`config.mk`:
```
export PLATFORM = sky130hd
export DESIGN_NAME = mem_access_unit
export DESIGN_NICKNAME = d
export VERILOG_FILES = /design/src/rtl/mem_access_pkg.sv /design/src/rtl/mem_lane_align.sv /design/src/rtl/mem_access_unit.sv
export SDC_FILE = /design/constraint.sdc
export NUM_CORES = 1
export LEC_CHECK = 0
export CORE_MARGIN = 2
export CORE_UTILIZATION = 40
export CTS_CLUSTER_DIAMETER = 200
export DETAILED_ROUTE_END_ITERATION = 8
export PLACE_DENSITY_LB_ADDON = 0.15
export SLEW_MARGIN = 25
export SYNTH_ARGS = -nofsm -noshare
export SYNTH_HDL_FRONTEND = slang
export SYNTH_SLANG_ARGS = --single-unit
export TNS_END_PERCENT = 20
```
`constraint.sdc`:
```
create_clock -name clk -period 4.8 [get_ports clk]
set_input_delay 0.72 -clock clk [delete_from_list [all_inputs] [get_ports clk]]
set_output_delay 0.72 -clock clk [all_outputs]
set_load 0.005 [all_outputs]
```
`src/rtl/mem_access_pkg.sv`:
```
// Shared encodings for the load/store unit.
// Size codes, FSM states and the default data-segment base.
package mem_access_pkg;

    localparam logic [1:0] SZ_BYTE = 2'b00;
    localparam logic [1:0] SZ_HALF = 2'b01;
    localparam logic [1:0] SZ_WORD = 2'b10;

    localparam logic [31:0] DEFAULT_BASE_ADDR = 32'h1001_0000;

    typedef enum logic [2:0] {
        IDLE,
        LOAD,
        ST_WR,
        RMW_RD,
        RMW_WR,
        DONE
    } state_t;

endpackage

```
`src/rtl/mem_lane_align.sv`:
```
// Little-endian lane extraction for loads and lane merge for stores.
// Purely combinational; size 11 falls through to word behaviour.
module mem_lane_align
    import mem_access_pkg::*;
(
    input  logic [31:0] word,
    input  logic [1:0]  off,
    input  logic [1:0]  size,
    input  logic        isUnsigned,
    input  logic [31:0] wdata,
    output logic [31:0] loadVal,
    output logic [31:0] storeWord
);

    logic [7:0]  byteLane;
    logic [15:0] halfLane;

    always_comb begin
        byteLane  = word[{off, 3'b000} +: 8];
        halfLane  = off[1] ? word[31:16] : word[15:0];
        loadVal   = word;
        storeWord = wdata;
        case (size)
            SZ_BYTE: begin
                loadVal = {{24{~isUnsigned & byteLane[7]}}, byteLane};
                storeWord = word;
                storeWord[{off, 3'b000} +: 8] = wdata[7:0];
            end
            SZ_HALF: begin
                loadVal = {{16{~isUnsigned & halfLane[15]}}, halfLane};
                storeWord = off[1] ? {wdata[15:0], word[15:0]}
                                   : {word[31:16], wdata[15:0]};
            end
            default: ;
        endcase
    end

endmodule

```
`src/rtl/mem_access_unit.sv`:
```
// Load/store unit between MEM stage and a word-addressed data memory.
// Sub-word stores are done as a read-modify-write of the whole word.
module mem_access_unit
    import mem_access_pkg::*;
#(
    parameter int          DM_ADDR_W = 11,
    parameter logic [31:0] BASE_ADDR = DEFAULT_BASE_ADDR
) (
    input  logic                 clk,
    input  logic                 rst,
    input  logic                 req_valid,
    output logic                 req_ready,
    input  logic                 req_write,
    input  logic [1:0]           req_size,
    input  logic                 req_unsigned,
    input  logic [31:0]          req_addr,
    input  logic [31:0]          req_wdata,
    output logic                 resp_valid,
    output logic [31:0]          resp_rdata,
    output logic                 resp_err,
    output logic [DM_ADDR_W-1:0] dm_addr,
    output logic [31:0]          dm_writeData,
    output logic                 dm_memWrite,
    output logic                 dm_memRead,
    input  logic [31:0]          dm_readData
);

    localparam int OFF_W = DM_ADDR_W + 2;

    state_t state, stateNext;

    logic             wrReg;
    logic             unsReg;
    logic             errReg;
    logic [1:0]       sizeReg;
    logic [31:0]      wdataReg;
    logic [31:0]      mergeReg;
    logic [31:0]      rdataReg;
    logic [OFF_W-1:0] offReg;

    logic [31:0] reqOff;
    logic        reqErr;
    logic        accept;
    logic [31:0] alignWord;
    logic [31:0] loadVal;
    logic [31:0] storeWord;

    // Addresses below BASE wrap to huge offsets and hit the range check.
    assign reqOff = req_addr - BASE_ADDR;

    always_comb begin
        reqErr = (req_size == 2'b11)
              || (req_size == SZ_HALF && reqOff[0])
              || (req_size == SZ_WORD && reqOff[1:0] != 2'b00)
              || (reqOff[31:OFF_W] != '0);
    end

    assign accept    = req_valid && (state == IDLE);
    assign alignWord = (state == LOAD) ? dm_readData : mergeReg;

    mem_lane_align uAlign (
        .word       (alignWord),
        .off        (offReg[1:0]),
        .size       (sizeReg),
        .isUnsigned (unsReg),
        .wdata      (wdataReg),
        .loadVal    (loadVal),
        .storeWord  (storeWord)
    );

    always_ff @(posedge clk or posedge rst) begin
        if (rst) state <= IDLE;
        else     state <= stateNext;
    end

    always_comb begin
        stateNext    = state;
        req_ready    = 1'b0;
        resp_valid   = 1'b0;
        resp_err     = 1'b0;
        dm_memRead   = 1'b0;
        dm_memWrite  = 1'b0;
        dm_writeData = '0;
        unique case (state)
            IDLE: begin
                req_ready = 1'b1;
                if (req_valid) begin
                    if (reqErr)                   stateNext = DONE;
                    else if (!req_write)          stateNext = LOAD;
                    else if (req_size == SZ_WORD) stateNext = ST_WR;
                    else                          stateNext = RMW_RD;
                end
            end
            LOAD: begin
                dm_memRead = 1'b1;
                stateNext  = DONE;
            end
            ST_WR: begin
                dm_memWrite  = 1'b1;
                dm_writeData = wdataReg;
                stateNext    = DONE;
            end
            RMW_RD: begin
                dm_memRead = 1'b1;
                stateNext  = RMW_WR;
            end
            RMW_WR: begin
                dm_memWrite  = 1'b1;
                dm_writeData = storeWord;
                stateNext    = DONE;
            end
            DONE: begin
                resp_valid = 1'b1;
                resp_err   = errReg;
                stateNext  = IDLE;
            end
            default: stateNext = IDLE;
        endcase
    end

    always_ff @(posedge clk or posedge rst) begin
        if (rst) begin
            wrReg    <= 1'b0;
            unsReg   <= 1'b0;
            errReg   <= 1'b0;
            sizeReg  <= 2'b00;
            wdataReg <= '0;
            mergeReg <= '0;
            rdataReg <= '0;
            offReg   <= '0;
        end else begin
            if (accept) begin
                wrReg    <= req_write;
                unsReg   <= req_unsigned;
                errReg   <= reqErr;
                sizeReg  <= req_size;
                wdataReg <= req_wdata;
                offReg   <= reqOff[OFF_W-1:0];
            end
            if (state == LOAD)   rdataReg <= loadVal;
            if (state == RMW_RD) mergeReg <= dm_readData;
        end
    end

    assign resp_rdata = rdataReg;
    assign dm_addr    = offReg[OFF_W-1:2];

endmodule

```
# After elaboration in Yosys (flattened, before gate mapping)
# Cells that the tools add are included.
[word_totals]
register_bits = 116
latch_bits = 0
ramBits = 0
romBits = 0
inputBits = 103
wordCells = 56
mem_count = 0
[classes]
add_sub_neg = 2
multipliers = 0
div = 0
order_cmp = 0
eq_ne = 10
n_shift = 3
muxes = 17
n_bitwise = 3
n_reduce_logical = 13
[op_table]
columns = ["cell", "n"]
rows = [
  ["one-hot mux 32 bit (2 select lines)", 3],
  ["2-to-1 mux 32 bit", 2],
  ["bitwise mux 32 bit", 1],
  ["variable shift 8 x 7 -> 32 bit, first input constant", 1],
  ["indexed part select 32 x 6 -> 8 bit", 1],
  ["indexed part select 8 x 7 -> 32 bit", 1],
  ["subtractor 32 x 29 -> 32 bit, second input constant", 1],
  ["nonzero test 19 bit", 1],
  ["2-to-1 mux 16 bit", 1],
  ["one-hot mux 3 bit (3 select lines)", 1],
  ["negator 5 -> 7 bit", 1],
  ["== test 3 x 2 -> 1 bit, second input constant", 2],
  ["== test 3 bit, second input constant", 2],
  ["2-to-1 mux 1 bit", 6],
  ["2-to-1 mux 3 bit", 2],
  ["== test 2 x 1 -> 1 bit, second input constant", 2],
  ["== test 2 bit, second input constant", 2],
  ["OR reduction 2 bit", 2],
  ["== test 3 x 1 -> 1 bit, second input constant", 1],
  ["logical AND 1 bit", 3],
  ["zero test 3 bit", 1],
  ["logical OR 1 bit", 3],
  ["OR reduction 3 bit", 1],
  ["AND 1 bit", 2],
  ["5 further kinds", 5],
]

# Depth between registers and ports, before layout
[depth]
depth_word = 8
mapped_depth = 10

# Hierarchy
# A second synthesis with hierarchy kept.
[hier_totals]
cells_unflattened = 763
area_unflattened_um2 = 7193.1
[by_module_without_submodules]
columns = ["mod", "n_inst", "cells_each", "area_per_inst_um2", "seq_area_each_um2"]
rows = [
  ["mem_access_unit", 1, 482, 5390.2, 2902.8],
  ["mem_lane_align", 1, 281, 1803.0, 0.0],
]

# Worst setup path before layout
# No wires, ideal clock.
[synth_path]
path_kind = "register to output"
startpoint = "register offReg[1]"
endpoint = "output dm_writeData[7]"
arrival_time_ns = 2.508
setup_slack_ns = 1.572
path_stages_with_launch = 11
path_buffers = 3
path_cell_list = "dfrtp_1 -> buf_2 -> inv_2 -> buf_1 -> ha_1 -> nor4bb_1 -> buf_1 -> a21oi_1 -> o21ai_0 -> nand3_1 -> a21oi_1"
[synth_between]
elab_chain_len = 5
[synth_rtl]
columns = ["item", "line_no", "source"]
rows = [
  ["start: declaration", "mem_access_unit.sv:39", "logic [OFF_W-1:0] offReg;"],
  ["start signal: assignment", "mem_access_unit.sv:138", "offReg <= reqOff[OFF_W-1:0];"],
  ["negator 5 -> 7 bit", "mem_lane_align.sv:27", "storeWord[{off, 3'b000} +: 8] = wdata[7:0];"],
  ["indexed part select 8 x 7 -> 32 bit / variable shift 8 x 7 -> 32 bit (equally long branches)", "mem_lane_align.sv:27", ""],
  ["bitwise mux 32 bit", "mem_lane_align.sv:27", ""],
  ["one-hot mux 32 bit (2 select lines) (*)", "mem_lane_align.sv:23", "case (size)"],
  ["one-hot mux 32 bit (2 select lines) (*)", "mem_access_unit.sv:84", "unique case (state)"],
  ["end: declaration", "mem_access_unit.sv:22", "output logic [31:0] dm_writeData,"],
]
# Every way passes the cells marked *; elsewhere a longest branch is shown, timed or not.

# Worst setup path after layout
[layout_path]
startpoint = "register offReg[1]"
endpoint = "output dm_writeData[13]"
# The elaborated chain is that of the path after synthesis.

==> out/summary.txt <==
share of cells above drive strength 1: 9.34%
die extent in y: 136 microns
antenna diode count: 0
Synth Area in Simple Gates: 20.2%
initial antenna violation count: 0
setup bufs post-CTS: 0
Routability Congestion: 0.913
synthesized area per cell: 8.85 sq um
Leak: 4.11 nW
final setup violation count: 0
max cap viols: 0
Buf/Inv on CP: 2
setup repair after global routing missed its margin: false
dominant synthesized flop cell: dfrtp_1
critical-path cell list: inv_2, ha_1, and4b_1, nand2_1, o21ai_0, a221oi_1, o21ai_0, clkdlybuf4s50_1
Cell Area, Synth: 0.00694 sq mm
leading area contributor after synthesis: dfrtp_1
Worst Tran Pin Value: 1.06 ns
Synth cell types: 62
Multi-input gate area: 0.00367 sq mm
hold crit path type: flip-flop to flip-flop
Die Footprint: 0.0184 sq mm
Clock Path Buffers: 2
drt initial violations: 624
Clk pin slew, worst setup/hold paths: 0.06 ns
nets@finish: 1038
Total Power: 5.69 mW
dominant cells by area after synthesis: dfrtp_1 42%, nand2_1 10%, mux2i_1 7.8%, mux2_2 5.2%, o21ai_0 4.7%
critical path arrival: 3.45 ns
Async SR Flop Fraction: 100%
Total Wirelength: 22000 microns
row cnt: 48
Vias/cell: 5.51
EDFF count, synth: 0
PostCTS Resize Cnt: 0
Worst Setup Path Type: flip-flop to output port
drt pass-1 iters: 6
CTS HTree Levels: 4
FF+latch area: 0.00290 sq mm
Slew Limit Fails: 0
Worst path max stage delay: 0.58 ns
wire length per cell: 18.8 microns
critical path launch point type: flip-flop
global-route wire length before repair: 34600 microns
CTS Hold Bufs: 0
Ports: 183
CP max FO: 20
fmax: 0.240 GHz
YS warnings: 0
grt total ovfl: 0
Syn Nets: 893
Compound-Gate Fraction of Synth Area: 16.8%
Initial Util: 40.5%
Vias: 6435
Critical Path RT: 4.08 ns
Rel. slew slack: 29.2%
status: complete, no violations
# fillers: 1589
vias in the first global route: 6223
largest family of logic cells by synthesized area: simple AND/OR/NAND/NOR gates
final period utilization: 86.9%
Post-Synth XOR/XNOR Area: 0.379%
Worst IR Drop VDD: 0.000369 V
die width: 136 microns
CTS sink count: 116
largest net degree at the start of global routing: 117
Area Overhead vs Synth: 36.0%
pwr dens: 603 mW/mm^2
CP dominant cell by count: o21ai_0
post-synthesis mux area share: 14.1%
share of the synthesized area in the top cell type: 41.8%
sequential area share after synthesis: 41.8%
CTS tree: yes
Crit path max-delay family: buffers and inverters
synthesized instance count: 784
CP endpoint kind: output port
DRC viols: 0
slowest cell on the critical path: clkdlybuf4s50_1
final hold violation count: 0
Clock Latency Late Sink: 0.43 ns
global-route usage over all layers: 24.6%
Core Area: 0.0171 sq mm
port buffer count: 182
post-route ant nets: 0
CTS buffer count: 17
Yosys reg bits: 116
Setup Total Neg Slack: 0 ns
Final Skew: 0.0137 ns
Final min period: 4.17 ns
root buffer cell: clkbuf_16
Adder-Cell Fraction of Synth Area: 1.23%
Final HPWL DP: 15400 microns
worst paths after layout:
path | to | from | slack (ns) | cells past startpoint
max in group asynchronous | mergeReg[8] | rst | 3.54 | 3
hold / removal | errReg | errReg | 0.47 | 2
hold reg to reg | errReg | errReg | 0.47 | 2
setup / recovery | dm_writeData[13] | offReg[1] | 0.63 | 8
setup reg to reg | resp_rdata[20] | sizeReg[1] | 2.04 | 5
min in group asynchronous | resp_rdata[30] | rst | 0.81 | 3
power breakdown:
part	internal, mW	leakage, nW	switching (mW)
logic	1.25	2.39	1.35
clock network	0.897	0.296	0.479
registers	1.31	1.42	0.396
total	3.46	4.11	2.23
kinds of logic after synthesis:
family | after synthesis
fa+ha+maj | 7
mux | 90
simple gates | 309
xor+xnor | 3
compound gates | 183
buf+inv | 76
flops | 116
worst reg2reg max path, cell delays in order, from the launching register on:
cell	delay, ns
dfrtp_1	0.75
or4b_1	0.89
nor2_2	0.21
and3_1	0.61
a211oi_1	0.13
nand2_1	0.11
cell usage after synthesis, types with 10 or more instances:
cell        n
and3_1     26
buf_2      11
a221oi_1   15
buf_4      15
clkbuf_1   30
inv_1      10
a211oi_1   17
nor2_1     38
nand2_1   191
mux2i_1    54
o21ai_0    65
dfrtp_1   116
mux2_2     32
a21oi_1    45
cell usage in the layout (no fill, tap or decap), drive strengths merged, types with 3 or more instances in the layout:
| master | instances |
|---|---|
| nand4 | 4 |
| o21ai | 66 |
| nand2 | 191 |
| clkinvlp | 4 |
| ha | 6 |
| mux2i | 54 |
| and2 | 3 |
| nand3b | 9 |
| a22o | 8 |
| clkbuf | 21 |
| or2 | 4 |
| inv | 13 |
| mux2 | 34 |
| nor2b | 3 |
| a221oi | 15 |
| a211oi | 17 |
| a21oi | 46 |
| nor4 | 5 |
| bufinv | 4 |
| a31oi | 9 |
| buf | 9 |
| nor3 | 8 |
| nor2 | 39 |
| o211ai | 3 |
| and3 | 26 |
| clkdlybuf4s50 | 182 |
| a222oi | 7 |
| dfrtp | 116 |
metrics by stage:
step	cell area (sq um)	hold WS [ns]	util [%]	setup WS, ns	cells
global route	9440	0.500	55.1	0.401	1167
global placement	8800	0.456	51.4	1.20	1135
floorplan	6940	0.442	-	1.01	784
finish	9440	0.471	55.1	0.629	1167
CTS	9440	0.481	55.1	0.681	1167
detailed placement	8800	0.461	51.4	1.16	1135
per-layer routing:
metal  GRT usage [%]  routed length, microns  vias to the layer above
li1                -                       -                     3077
met5               0                       0                        -
met1            35.1                    9950                     3086
met2            36.4                    9960                      242
met3            6.96                    1670                       30
met4            7.12                     375                        0
registers in the layout, indices dropped and copies added (netlist names):
name        flops
errReg          1
mergeReg       32
offReg         13
resp_rdata     32
sizeReg         2
state           3
unsReg          1
wdataReg       32
final cells by class:
cell class	count	share of cell area [%]
multi-input cells	592	38.9
flip-flops and latches	116	30.8
repair buffers	191	20.2
clock buffers	21	4.88
well taps	225	2.98
clock inverters	11	1.83
inverters	11	0.464
Note: power is estimated with default switching activity, not from simulation.
